<file path="src/rtl/frog_pos_ctrl.sv">
// Frogger player position controller: turns L/R/U/D button levels into single-cell
// moves with per-axis press edge detection, hold-to-repeat and playfield edge clamping.
module frog_pos_ctrl #(
  parameter int COLS         = 16,
  parameter int ROWS         = 16,
  parameter int START_COL    = 8,
  parameter int REPEAT_DELAY = 8,
  parameter int REPEAT_RATE  = 4
) (
  input  logic                    clk,
  input  logic                    reset,
  input  logic                    L,
  input  logic                    R,
  input  logic                    U,
  input  logic                    D,
  input  logic                    enable,
  input  logic                    win_result,
  input  logic                    lose_result,
  output logic [COLS-1:0]         col_pattern,
  output logic [$clog2(COLS)-1:0] col_idx,
  output logic [$clog2(ROWS)-1:0] row_idx,
  output logic                    moved,
  output logic                    at_goal
);

  localparam int COL_W     = $clog2(COLS);
  localparam int ROW_W     = $clog2(ROWS);
  localparam int MAX_RPT   = (REPEAT_DELAY > REPEAT_RATE) ? REPEAT_DELAY : REPEAT_RATE;
  localparam int CNT_W     = $clog2(MAX_RPT + 1);

  localparam logic [CNT_W-1:0] DLY_LOAD  = CNT_W'(REPEAT_DELAY - 1);
  localparam logic [CNT_W-1:0] RATE_LOAD = CNT_W'(REPEAT_RATE - 1);
  localparam logic [COL_W-1:0] COL_MAX   = COL_W'(COLS - 1);
  localparam logic [ROW_W-1:0] ROW_MAX   = ROW_W'(ROWS - 1);
  localparam logic [COL_W-1:0] COL_SPAWN = COL_W'(START_COL);

  typedef enum logic [1:0] {S_LOCKED, S_IDLE, S_WAIT, S_REPEAT} axis_state_e;
  typedef enum logic [1:0] {D_NONE, D_POS, D_NEG} dir_e;

  // dir remembers the sign of the last issued move so a reversal can be spotted.
  typedef struct packed {
    axis_state_e      state;
    dir_e             dir;
    logic [CNT_W-1:0] cnt;
  } axis_t;

  typedef struct packed {
    axis_t st;
    dir_e  step;
  } axis_res_t;

  localparam axis_t AXIS_RESTART = '{state: S_LOCKED, dir: D_NONE, cnt: '0};

  function automatic axis_res_t axis_next(input axis_t cur, input dir_e req);
    axis_res_t res;
    res.st   = cur;
    res.step = D_NONE;
    unique case (cur.state)
      S_LOCKED: begin
        if (req == D_NONE) res.st.state = S_IDLE;
      end
      S_IDLE: begin
        if (req != D_NONE) begin
          res.step     = req;
          res.st.dir   = req;
          res.st.cnt   = DLY_LOAD;
          res.st.state = S_WAIT;
        end
      end
      S_WAIT, S_REPEAT: begin
        if (req == D_NONE) begin
          res.st.state = S_IDLE;
        end else if (req != cur.dir) begin
          res.step     = req;
          res.st.dir   = req;
          res.st.cnt   = DLY_LOAD;
          res.st.state = S_WAIT;
        end else if (cur.cnt == '0) begin
          res.step     = req;
          res.st.cnt   = RATE_LOAD;
          res.st.state = S_REPEAT;
        end else begin
          res.st.cnt   = cur.cnt - CNT_W'(1);
        end
      end
      default: res.st = AXIS_RESTART;
    endcase
    return res;
  endfunction

  axis_t            h_q, h_d, v_q, v_d;
  logic [COL_W-1:0] col_q, col_d;
  logic [ROW_W-1:0] row_q, row_d;
  logic             moved_q, moved_d;
  logic             at_goal_q, at_goal_d;

  dir_e      h_req, v_req;
  axis_res_t h_res, v_res;
  logic      restart;

  assign restart = reset | win_result | lose_result;
  assign h_req   = (L & ~R) ? D_POS : (R & ~L) ? D_NEG : D_NONE;
  assign v_req   = (U & ~D) ? D_POS : (D & ~U) ? D_NEG : D_NONE;

  // NOTE: every signal driven here gets a default first so no path leaves it unassigned (no latch).
  always_comb begin
    h_res     = axis_next(h_q, h_req);
    v_res     = axis_next(v_q, v_req);
    h_d       = h_q;
    v_d       = v_q;
    col_d     = col_q;
    row_d     = row_q;
    moved_d   = 1'b0;

    if (restart) begin
      h_d   = AXIS_RESTART;
      v_d   = AXIS_RESTART;
      col_d = COL_SPAWN;
      row_d = '0;
    end else if (enable) begin
      h_d = h_res.st;
      v_d = v_res.st;
      // Steps past the playfield edge are dropped; the FSMs keep their timing.
      if (h_res.step == D_POS && col_q != COL_MAX) col_d = col_q + COL_W'(1);
      if (h_res.step == D_NEG && col_q != '0)      col_d = col_q - COL_W'(1);
      if (v_res.step == D_POS && row_q != ROW_MAX) row_d = row_q + ROW_W'(1);
      if (v_res.step == D_NEG && row_q != '0)      row_d = row_q - ROW_W'(1);
      moved_d = (col_d != col_q) || (row_d != row_q);
    end

    at_goal_d = (row_d == ROW_MAX);
  end

  // NOTE: sequential state uses non-blocking assignments so every flop samples pre-edge values.
  always_ff @(posedge clk) begin
    h_q       <= h_d;
    v_q       <= v_d;
    col_q     <= col_d;
    row_q     <= row_d;
    moved_q   <= moved_d;
    at_goal_q <= at_goal_d;
  end

  assign col_pattern = COLS'(1) << col_q;
  assign col_idx     = col_q;
  assign row_idx     = row_q;
  assign moved       = moved_q;
  assign at_goal     = at_goal_q;

endmodule

</file>
<file path="config.mk">
export PLATFORM = sky130hd
export DESIGN_NAME = frog_pos_ctrl
export DESIGN_NICKNAME = d
export VERILOG_FILES = /design/src/rtl/frog_pos_ctrl.sv
export SDC_FILE = /design/constraint.sdc
export NUM_CORES = 1
export LEC_CHECK = 0
export CORE_MARGIN = 10
export CORE_UTILIZATION = 61
export CTS_CLUSTER_DIAMETER = 30
export DETAILED_ROUTE_END_ITERATION = 10
export DONT_BUFFER_PORTS = 1
export PLACE_DENSITY = 0.79
export SLEW_MARGIN = 20
export SYNTH_ARGS = -nofsm -noshare
export SYNTH_HDL_FRONTEND = slang
export SYNTH_SLANG_ARGS = --single-unit
</file>
<file path="constraint.sdc">
create_clock -name clk -period 2.2 [get_ports clk]
set_input_delay 0.33 -clock clk [delete_from_list [all_inputs] [get_ports clk]]
set_output_delay 0.33 -clock clk [all_outputs]
set_load 0.05 [all_outputs]
</file>
==> qor.yml <==
fp.dieH_um: 72.7
vdd_drop_max_mv: 0.427
rows: 19
dp.cells: 263
routed_via_density: 5.92
ys_seq_elements: 26
start_util_pct: 62.5
placed_area_sq_um: 1910
wl_um: 4080
finalHoldViolations: 0
synthFlopType: "dfxtp_1"
coreArea_sq_um: 2710
slew-limit-headroom_pct: 64.5
vias: 1599
cts-htree-levels: 1
cts.reportedPaths.clkPinSlew_ns: 0.14
path_class: "register to register"
grtUsageTotal_pct: 15.1
end_kind: "register"
post_drt_wl_per_cell_um: 15.1
ant_nets: 0
grt_pass1_wl_um: 6780
min_path_type: "input port to register"
gr-total-overflow: 0
drive_above_1_share_pct: 20.1
io_buffers: 0
syn_area_per_cell_sq_um: 7.95
status: "complete, but fails checks"
maxSlewViolCount: 0
final_cell_area_sq_um: 2040
n_antenna_cell: 0
cts_buffers: 3
rsz0062_at_grt: "yes"
clkLatencyLatePin_ns: 0.32
crit_path_max_incr_delay_ns: 0.39
clk_path_buf_depth: 2
clock-root-buffer: "clkbuf_4"
violations: "negative setup slack"
clock.fmax_mhz: 454
grt_max_degree: 18
antenna_found_initial: 0
power.leakage_nw: 0.770
synth_edf_count: 0
cp_top_family: "compound AO/OA/AOI/OAI gates"
fin_crit_ns: 2.20
cts_tree: "yes"
slowest_stage: "dfxtp_4"
area_delta_synth_final_pct: 20.4
die-width_um: 72.7
maxCapViolCount: 0
setup_viol: 1
crit_path_start_kind: "register"
layoutNonFillerInstCount: 270
drtIter0Drc: 111
dpl_worst_slack_ns: -0.0194
power_density_nw_per_um2: 418
cp_max_fo: 5
syn-num-nets: 238
post-route-period-util_pct: 100
critPathBufInv: 1
worst_pin_slew_ns: 0.530
nNetsFinal: 265
ys_types: 44
gp_congestion: 0.845
synth.cell_area_sq_um: 1690
cp_cell_sequence: "inv_2 -> ha_4 -> or3b_4 -> a311oi_4 -> o21a_2 -> a21boi_4 -> xnor2_2 -> and4bb_1"
dieArea_sq_um: 5290
dp.final_hpwl_um: 3080
drt_pass1_iterations: 4
finalSetupTns_ns: -0.00160
cts_sinks: 26
drc_errors: 0
synthesis.instances: 213
worstPathRequired_ns: 2.43
pin_count: 35
skew_ns: 0.00466
setup_slack_ns: -0.00160
synth_warnings: 0
synth.yosys.seq_area_share_pct: 30.7
cts_hold_buf: 0
grt_pass1_vias: 1536
worstPathArrival_ns: 2.43
synthArstFlopShare_pct: 0
timing repair:
| action | CTS | global route |
|---|---|---|
| resized for setup | 0 | 13 |
| cloned | 0 | 0 |
| pin swaps | 2 | 6 |
| setup buffers | 2 | 1 |
| setup endpoints to repair | 1 | 2 |
stage by stage:
| step | total power [mW] | util, % | hold WS [ns] |
|---|---|---|---|
| finish | 0.853 | 75.3 | 0.0858 |
| global route | 0.883 | 75.3 | 0.0615 |
| CTS | 0.858 | 72.9 | 0.0772 |
| detailed placement | 0.537 | 70.4 | 0.436 |
| global placement | 0.534 | 70.4 | 0.429 |
| floorplan | 0.527 | - | 0.441 |
path summary, 6_finish.rpt:
path,startpoint,to,slack [ns],cells past startpoint
max,v_q[0],at_goal,-0.002,8
min,enable,h_q[7],0.09,1
max reg2reg,v_q[0],at_goal,-0.002,8
min reg2reg,h_q[4],h_q[4],0.48,2
where the power goes:
part | total [mW] | internal, mW | switching, mW | leakage [nW]
Combinational | 0.0569 | 0.0219 | 0.0350 | 0.530
Sequential | 0.472 | 0.471 | 0.00155 | 0.212
Clock | 0.324 | 0.184 | 0.140 | 0.0279
placed cells by master (no fill, tap or decap), types with 2 or more instances in the layout:
cell,n
mux2i_1,2
inv_2,2
dfxtp_1,22
and2_1,8
a211oi_1,6
a21oi_1,12
nand3_1,9
nor2b_1,5
a31oi_1,3
nor2_1,19
o21ai_1,4
nor3b_1,2
clkbuf_4,3
and3_1,6
nor3b_2,3
dfxtp_2,3
ha_1,15
nand2_1,15
inv_1,19
nor3_1,5
nand4_1,3
nand2b_1,2
o21ai_0,6
buf_4,26
xnor2_1,7
o22ai_1,6
flip-flops by register name, summed over array words and instances (netlist names):
register and flops:
at_goal 1, col_idx 4, h_q 8, moved 1, row_idx 4, v_q 8
worst reg2reg max path, delay by kind of cell (launching register included):
kind | cells | cell delay, ns
compound gates | 3 | 0.78
simple gates | 2 | 0.62
flops | 1 | 0.39
xor+xnor | 1 | 0.14
fa+ha+maj | 1 | 0.13
buf+inv | 1 | 0.07
synthesized netlist by cell type, drive strengths merged, types with 3 or more instances:
master	number	share of area (%)
a211oi	6	2.7
a21oi	12	3.5
a31oi	3	1.1
and2	8	3.0
and3	6	2.2
clkbuf	5	1.1
dfxtp	26	31
ha	16	12
inv	21	4.7
nand2	15	3.3
nand3	9	2.7
nand4	3	1.1
nor2	19	4.2
nor2b	5	1.8
nor3	5	1.5
nor3b	5	2.5
o21ai	10	3.0
o22ai	6	2.2
xnor2	8	4.1
layer usage:
| layer | share of wire, % | wire length (um) | track usage, % | vias to the layer above |
|---|---|---|---|---|
| met1 | 42 | 1720 | 17.5 | 755 |
| met3 | 6.2 | 252 | 2.99 | 2 |
| met5 | 0 | 0 | 0 | - |
| met2 | 51 | 2080 | 26.8 | 41 |
| met4 | 0.49 | 20 | 4.64 | 0 |
| li1 | - | - | - | 801 |
cell type report:
cell class	count	area, sq um
inverters	21	78.8
repair buffers	27	206
flip-flops and latches	26	528
clock buffers	3	22.5
clock inverters	1	30.0
multi-input cells	161	1130
well taps	31	38.8
fillers	202	671
cell families (layout without fill, tap and decap cells):
| kind of cell | after synthesis | count (layout) | share of synthesized area, % |
|---|---|---|---|
| fa+ha+maj | 16 | 16 | 11.8 |
| simple gates | 84 | 84 | 26.4 |
| compound gates | 50 | 50 | 19.5 |
| buf+inv | 26 | 52 | 5.76 |
| xor+xnor | 9 | 9 | 4.65 |
| flops | 26 | 26 | 30.7 |
| mux | 2 | 2 | 1.18 |
No activity file was read; power rests on OpenSTA's default activity.
